<file path="config.mk">
export PLATFORM = sky130hd
export DESIGN_NAME = multicore_io_arbiter
export DESIGN_NICKNAME = d
export VERILOG_FILES = /design/src/rtl/multicore_io_arbiter.sv
export SDC_FILE = /design/constraint.sdc
export NUM_CORES = 1
export LEC_CHECK = 0
export CAP_MARGIN = 10
export CORE_ASPECT_RATIO = 0.6
export CORE_MARGIN = 4
export CORE_UTILIZATION = 40
export DETAILED_ROUTE_END_ITERATION = 6
export GPL_TIMING_DRIVEN = 0
export PLACE_DENSITY = 0.76
export RECOVER_POWER = 50
export SETUP_SLACK_MARGIN = 0.02
export SLEW_MARGIN = 30
export SYNTH_ARGS = -nofsm -noshare
export SYNTH_HDL_FRONTEND = slang
export SYNTH_SLANG_ARGS = --single-unit
</file>
<file path="constraint.sdc">
create_clock -name Clock_pin -period 2.4 [get_ports Clock_pin]
set_clock_uncertainty 0.2 [all_clocks]
set_input_delay 0.36 -clock Clock_pin [delete_from_list [all_inputs] [get_ports Clock_pin]]
set_output_delay 0.36 -clock Clock_pin [all_outputs]
set_load 0.01 [all_outputs]
</file>
<file path="src/rtl/multicore_io_arbiter.sv">
`default_nettype none
// ============================================================================
// Module   : multicore_io_arbiter
// Purpose  : Broadcasts board switches to N cores, then rotates switch/LED
//            ownership round-robin once every core reports Done.
// Option   : MCIO_SW_SYNC_EN adds a metastability flop ahead of the switch sample.
// Revision : 1.0 - initial release
// ============================================================================
module multicore_io_arbiter #(
  parameter int NUM_CORES    = 4,
  parameter int SW_W         = 5,
  parameter int DISP_W       = 8,
  parameter int OPS_PER_CORE = 8,
  parameter int WRAP         = 1
) (
  input  logic                          Clock_pin,
  input  logic                          Reset_pin,
  input  logic [SW_W-1:0]               SW_pin,
  input  logic [NUM_CORES-1:0]          Done,
  input  logic [NUM_CORES*DISP_W-1:0]   Display_core,
  output logic [NUM_CORES*SW_W-1:0]     SW_core,
  output logic [DISP_W-1:0]             Display_pin,
  output logic [$clog2(NUM_CORES)-1:0]  Active_core,
  output logic [1:0]                    Phase,
  output logic [7:0]                    Ops_left
);

  localparam int AW = $clog2(NUM_CORES);

  localparam logic [1:0] S_LOAD = 2'd0;
  localparam logic [1:0] S_WAIT = 2'd1;
  localparam logic [1:0] S_SHOW = 2'd2;
  localparam logic [1:0] S_END  = 2'd3;

  localparam logic [AW-1:0] c_LAST_CORE = AW'(NUM_CORES - 1);
  localparam logic [7:0]    c_OPS       = 8'(OPS_PER_CORE);
  localparam logic          c_WRAP      = (WRAP != 0);

  logic [1:0]        r_state;
  logic [1:0]        w_state_nxt;
  logic [SW_W-1:0]   r_sw_s;
  logic              r_btn_prev;
  logic [AW-1:0]     r_active;
  logic [AW-1:0]     w_active_nxt;
  logic [7:0]        r_ops;
  logic [7:0]        w_ops_nxt;
  logic [DISP_W-1:0] r_disp;
  logic [AW-1:0]     w_disp_idx;
  logic              w_load_all;
  logic              w_load_own;
  logic              w_press;
  logic              w_all_done;
  logic              w_none_done;
  logic              w_last_op;
  logic              w_last_core;

  // ---------------------------------------------------------------------------
  // Switch sample
  // ---------------------------------------------------------------------------
`ifdef MCIO_SW_SYNC_EN
  logic [SW_W-1:0] r_sw_meta;

  always_ff @(posedge Clock_pin or posedge Reset_pin) begin
    if (Reset_pin) begin
      r_sw_meta <= '0;
      r_sw_s    <= '0;
    end else begin
      r_sw_meta <= SW_pin;
      r_sw_s    <= r_sw_meta;
    end
  end
`else
  always_ff @(posedge Clock_pin or posedge Reset_pin) begin
    if (Reset_pin) begin
      r_sw_s <= '0;
    end else begin
      r_sw_s <= SW_pin;
    end
  end
`endif

  always_ff @(posedge Clock_pin or posedge Reset_pin) begin
    if (Reset_pin) begin
      r_btn_prev <= 1'b0;
    end else begin
      r_btn_prev <= r_sw_s[0];
    end
  end

  // A press is the release of the step button.
  assign w_press     = r_btn_prev & ~r_sw_s[0];
  assign w_all_done  = &Done;
  assign w_none_done = ~|Done;
  assign w_last_op   = (r_ops == 8'd1);
  assign w_last_core = (r_active == c_LAST_CORE);

  // ---------------------------------------------------------------------------
  // State machine
  // ---------------------------------------------------------------------------
  always_ff @(posedge Clock_pin or posedge Reset_pin) begin
    if (Reset_pin) begin
      r_state <= S_LOAD;
    end else begin
      r_state <= w_state_nxt;
    end
  end

  always_comb begin
    w_state_nxt = r_state;
    case (r_state)
      S_LOAD: begin
        if (w_all_done) begin
          w_state_nxt = S_SHOW;
        end else if (!w_none_done) begin
          w_state_nxt = S_WAIT;
        end
      end
      S_WAIT: begin
        if (w_all_done) begin
          w_state_nxt = S_SHOW;
        end else if (w_none_done) begin
          w_state_nxt = S_LOAD;
        end
      end
      S_SHOW: begin
        if (w_none_done) begin
          w_state_nxt = S_LOAD;
        end else if (w_press && w_last_op && w_last_core && !c_WRAP) begin
          w_state_nxt = S_END;
        end
      end
      S_END: begin
        if (w_none_done) begin
          w_state_nxt = S_LOAD;
        end
      end
      default: w_state_nxt = S_LOAD;
    endcase
  end

  // Display selection follows the next owner so the LEDs move with Active_core.
  always_comb begin
    w_load_all = (r_state == S_LOAD);
    w_load_own = (r_state == S_SHOW);
    w_disp_idx = '0;
    case (w_state_nxt)
      S_SHOW:  w_disp_idx = w_active_nxt;
      S_END:   w_disp_idx = c_LAST_CORE;
      default: w_disp_idx = '0;
    endcase
  end

  // ---------------------------------------------------------------------------
  // Ownership counters
  // ---------------------------------------------------------------------------
  always_comb begin
    w_active_nxt = r_active;
    w_ops_nxt    = r_ops;
    if ((r_state == S_SHOW) && (w_state_nxt == S_SHOW)) begin
      if (w_press) begin
        if (!w_last_op) begin
          w_ops_nxt = r_ops - 8'd1;
        end else begin
          w_ops_nxt    = c_OPS;
          w_active_nxt = w_last_core ? '0 : r_active + 1'b1;
        end
      end
    end else if (w_state_nxt == S_END) begin
      // The last owner stays selected while the rotation is parked.
      w_ops_nxt = c_OPS;
    end else begin
      w_active_nxt = '0;
      w_ops_nxt    = c_OPS;
    end
  end

  always_ff @(posedge Clock_pin or posedge Reset_pin) begin
    if (Reset_pin) begin
      r_active <= '0;
      r_ops    <= c_OPS;
      r_disp   <= '0;
    end else begin
      r_active <= w_active_nxt;
      r_ops    <= w_ops_nxt;
      r_disp   <= Display_core[w_disp_idx*DISP_W +: DISP_W];
    end
  end

  // ---------------------------------------------------------------------------
  // Per-core switch registers
  // ---------------------------------------------------------------------------
  genvar gi;
  generate
    for (gi = 0; gi < NUM_CORES; gi++) begin : g_slice
      logic [SW_W-1:0] r_slice;

      always_ff @(posedge Clock_pin or posedge Reset_pin) begin
        if (Reset_pin) begin
          r_slice <= '0;
        end else if (w_load_all || (w_load_own && (r_active == AW'(gi)))) begin
          r_slice <= r_sw_s;
        end
      end

      assign SW_core[gi*SW_W +: SW_W] = r_slice;
    end
  endgenerate

  assign Display_pin = r_disp;
  assign Active_core = r_active;
  assign Phase       = r_state;
  assign Ops_left    = r_ops;

endmodule
`default_nettype wire

</file>
* Word-level counts from Yosys, hierarchy flattened
Cells that the tools add are included.
** Cells by class
- Add/sub/neg operators :: 2
- Equal/unequal tests :: 10
- Shift operators :: 1
- Mux-type cells :: 14
- Bitwise logic cells :: 2
- Reduce and logical (&&, ||, !) cells :: 14
** Operators with widths (number)
- $shiftx 32x6->8 :: 1
- $mux 8 :: 3
- $mux 2 :: 9
- $eq 2x2->1 const B :: 6
- $eq 8x1->1 const B :: 1
- $sub 8x1->8 const B :: 1
- $pmux 2 s3 :: 1
- $logic_and 1x1->1 :: 5
- $eq 2x1->1 const B :: 2
- $logic_not 2->1 :: 2
- $logic_or 1x1->1 :: 4
- $pmux 2 s2 :: 1
- $reduce_and 4->1 :: 1
- $reduce_or 4->1 :: 1
- $add 2x1->2 const B :: 1
- $ne 2x2->1 const B :: 1
- $reduce_or 2->1 :: 1
- $and 1x1->1 :: 1
- $not 1->1 :: 1
** Word-level totals
- Register bits :: 46
- Input port bits :: 43
- Output and inout bits :: 40

* Depth between registers and ports, before layout
- Word-level depth :: 9
- Gate-level depth with buffers :: 9
- Gate-level depth less buffers :: 7

* Worst setup path after synthesis
OpenSTA, ideal clock, no wires.
- Path type :: flip-flop to flip-flop
- Start point :: register r_ops[2], in the netlist Ops_left[2]
- End point :: register r_disp[0], in the netlist Display_pin[0]
- Library setup time :: 0.104 ns
- Arrival :: 2.226 ns
- Setup slack :: -0.130 ns
- Stages on the path, launching flop included :: 9
- Buffers on the path :: 2
- Clock period less this slack :: 2.530 ns
- Path through :: dfrtp_1 > nor4_4 > and4_4 > mux2_4 > a21o_1 > buf_2 > and2_4 > buf_6 > a221oi_1
** On the way
- Longest elaborated chain between the ends :: 6
** RTL lines
- from (decl) :: line 45 : logic [7:0] r_ops;
- from (signal assigned) :: line 180 : r_ops <= c_OPS;
- from (signal assigned) :: line 184 : r_ops <= w_ops_nxt;
- $eq 8x1->1 :: line 94 : assign w_last_op = (r_ops == 8'd1);
- $mux 2 :: line 161 : if (!w_last_op) begin
- $mux 2 :: line 160 : if (w_press) begin
- $mux 2 :: line 159 : if ((r_state == S_SHOW) && (w_state_nxt == S_SHOW)) begin
- $pmux 2 s2 :: line 146 : case (w_state_nxt)
- $shiftx 32x6->8 :: line 185 : r_disp <= Display_core[w_disp_idx*DISP_W +: DISP_W];
- to (signal assigned) :: line 185
- to (decl) :: line 47 : logic [DISP_W-1:0] r_disp;
Every way passes these cells.
A chain may end at the register's enable or synchronous reset.

* Worst setup path in the final report
- Start point :: register r_ops[4], in the netlist Ops_left[4]
- End point :: register r_disp[4], in the netlist Display_pin[4]
Same word-level chain as after synthesis.

==> impl_results.md <==
* Max cap viols at 0
* Commonest non-fill, non-tap cell in the layout: clkdlybuf4s50_1
* Initial antenna violation count at 0
* Hold Path End: r_btn_prev
* RSZ-0062 raised after global routing: yes
* Post-synthesis mux area share at 0.1617
* Predominant post-synthesis flop cell: dfrtp_1
* DRC viols at 0
* Syn-to-layout area delta at 52.54%
* Slew @ Worst Pin at roughly 0.96 ns
* Post-synth top area share at 0.5020
* Post-Synth XOR/XNOR Area at 0.01171
* RR Endpoint: Display_pin[4]
* Mapped Cells at around 190
* Worst Path Required at approximately 2.4 ns
* Largest cells by area after synthesis: dfrtp_1 (50%), mux2_2 (10%), mux2i_1 (4.5%)
* Clk root buf: clkbuf_8
* Core ar. at between 0.005 and 0.006 sq mm
* Final Slew Violations at 0
* Period utilization at 0.9879
* Starting Density at 0.4289
* Critical path startpoint category: flip-flop
* # port buffers at 82
* CP cell instances: nor4_4 -> and4_4 -> mux2_4 -> a21o_1 -> buf_6 -> and2_4 -> a221oi_2
* Max Used Layer: met4
* Sequential fraction of the synthesis area at 0.5137
* Share of post-route cells with drive strength above 1 at 0.2483
* Clk sinks at 46
* Commonest non-fill, non-tap cells in the layout: clkdlybuf4s50_1 (65), dfrtp_1 (44), mux2_2 (20)
* Drt initial violations at 80
* Hold Slack at around 0.31 ns
* Final #Nets at about 340
* HPWL Detailed at 4312 um
* Synthesized area at 0.002243 sq mm
* Worst reg2reg path startpoint: Ops_left[4]
* Skew-Pair Late Insertion Delay at between 0.3 and 0.4 ns
* Min setup slack post-route at a little under 0.03 ns
* Largest net degree at the start of global routing at 27
* Avg WL per Cell at around 16 um
* Syn_area_per_cell at 11.56 sq um
* Post-CTS Hold Buffers at 0
* WL final at between 5000 and 6000 um
* Share of flip-flops with an asynchronous set or reset at 1.000
* Clock network fraction of total power at 0.176
* Status: finished clean
* Final setup fails at 0
* Worst setup path class: flip-flop to flip-flop
* Fillers at 430
* Worst hold stages at 0
* Area leader, netlist: dfrtp_1
* Slew HR at 0.3588
* DP Area at 0.003232 sq mm
* Compound-Gate Fraction of Synth Area at 0.1037
* Largest stage delay on the critical path at approximately 0.43 ns
* WL met1 at roughly 2800 um
* Die ar. at roughly 0.007 sq mm
* Via count at between 1500 and 2000
* Die height at 66.01 um
* Leakage Power at around 1.4 nW
* Slowest CP cell: dfrtp_2
* Share of power burned in registers at 0.371
* Inst Count DP at between 300 and 400
* Pwr/cell area at ~950 mW/mm^2
* Logic gate share of total power at 0.453
* Placer's final routability congestion estimate at approximately 0.85
* R2R setup slack at ~0.029 ns
* HP Start: r_sw_s[0]
* Row cnt at 20
* Die X at 104.7 um
* Min Tclk post-route at between 2 and 2.5 ns
* CTS tree: done
* Max H-tree Level at 2
* Switching power at 1.071 mW
* F_max at ~420 MHz
* GR Overflow Total at 0
* Synth Register Bits at 46
* Routed wl met3 at about 450 um
* Antenna diodes at 0
* Main combinational cell family by area after synthesis: multiplexers
* Net Count, Synth at 243
* Setup tns final at 0 ns
* TritonCTS Buffers at 5
* Non-Filler Instances at 356
* I/O pins at between 80 and 90
* Area of the multi-input gates at 0.001096 sq mm
* Final Hold Violating Endpoints at 0
* Final core occ at 0.6543
* Vias per cell at around 5.1
* Reg clk slew, reported paths at 0.09 ns
* Pre-CTS WS at -0.5587 ns
* VDD IR max at roughly 0.00063 V
* Met2 Wirelength at around 2500 um
* Distinct cells, synth at 38
* Total power at ~3.3 mW
* Drt first pass iters at 4
* Global-route usage over all layers at 0.1755
* Post-Synth Adder-Cell Area at 0.03346
* Post-Synth Simple-Gate Area at 0.1294
* Final instance area at around 0.0034 sq mm
* Clk buf depth at 2
* Vias in the first global route at 1876
* CP max FO at 9
* Number of synthesized flops with an enable pin at 0
* Yosys Warn Count at 0
* Sw Ratio at 0.3279
* Int Power at between 2 and 2.5 mW
* First-pass GRT wire length at approximately 9400 um
* Critical path arrival at 2.38 ns
* Post-route ant nets at 0
* Register area at 0.001154 sq mm
* Worst reg2reg path depth at 7
* Worst Hold Class: flip-flop to flip-flop
* Crit. End Element: flip-flop
-- Yosys cell counts (2+ instances only) --
master	number
inv_1	18
nand4_1	2
a221oi_1	8
buf_2	2
mux2i_1	10
nand2_1	6
o21ai_0	5
xnor2_1	2
mux2_2	20
or2_2	8
nor3_1	12
nor2_1	13
ha_1	6
nand3_1	2
buf_6	2
a21oi_1	9
nand2b_1	2
nor4_1	3
dfrtp_1	45
-- worst max path at each step --
stage,slack [ns],start,endpoint
2_1_floorplan,-0.02,Ops_left[4],Display_pin[0]
3_3_place_gp,-0.50,Done[3],Display_pin[2]
3_5_place_dp,-0.56,Done[2],Display_pin[2]
4_1_cts,0.02,Ops_left[4],Display_pin[2]
5_1_grt,-0.05,Ops_left[4],Display_pin[2]
6_report,0.03,Ops_left[4],Display_pin[4]
-- layer usage --
metal  global-route usage  up-vias
li1                     -      876
met1               0.2394      867
met2               0.2653       63
met3              0.07220        6
met4              0.03110        0
met5                    0        -
-- state kept, by name, indices dropped and copies added, names as in the netlist --
name             flops
Ops_left             8
Phase                2
r_sw_s               5
r_btn_prev           1
Display_pin          8
g_slice.r_slice     20
Active_core          2
-- timing repair --
action / in CTS / in global routing
setup endpoints to repair: 8 / 8
pin swaps: 5 / 2
resized for setup: 5 / 12
hold endpoints to repair: 0 / 0
setup buffers: 6 / 0
-- kinds of logic (layout without fill, tap and decap cells) --
| group | count (synthesis) | count (layout) |
|---|---|---|
| AND/OR/NAND/NOR | 53 | 53 |
| flip-flops | 46 | 46 |
| multiplexers | 32 | 32 |
| AO/OA/AOI/OAI | 31 | 31 |
| buffers and inverters | 23 | 119 |
| adder cells (fa/ha/maj) | 6 | 6 |
| XOR/XNOR | 3 | 3 |
-- worst max-delay path, delay by kind of cell (launching register included) --
family | cells | cell delay, ns
mux | 1 | 0.31
simple gates | 3 | 0.78
compound gates | 2 | 0.42
buf+inv | 1 | 0.14
flops | 1 | 0.43
-- power by group through the flow --
stage	Sequential [mW]	Combinational [mW]	Clock, mW
after floorplan	1.32	0.602	0
after global placement	1.22	1.40	0
after detailed placement	1.22	1.44	0
after CTS	1.21	1.47	0.587
after global routing	1.25	1.60	0.619
final	1.21	1.48	0.576
-- final cells by class --
type / instances / share of cell area
flip-flops and latches: 46 / 0.3371
multi-input cells: 125 / 0.3203
repair buffers: 89 / 0.2548
well taps: 66 / 0.02413
clock buffers: 6 / 0.02121
inverters: 18 / 0.01974
plain buffers: 4 / 0.01170
clock inverters: 2 / 0.01097
Power figures use the tool's default switching activity.
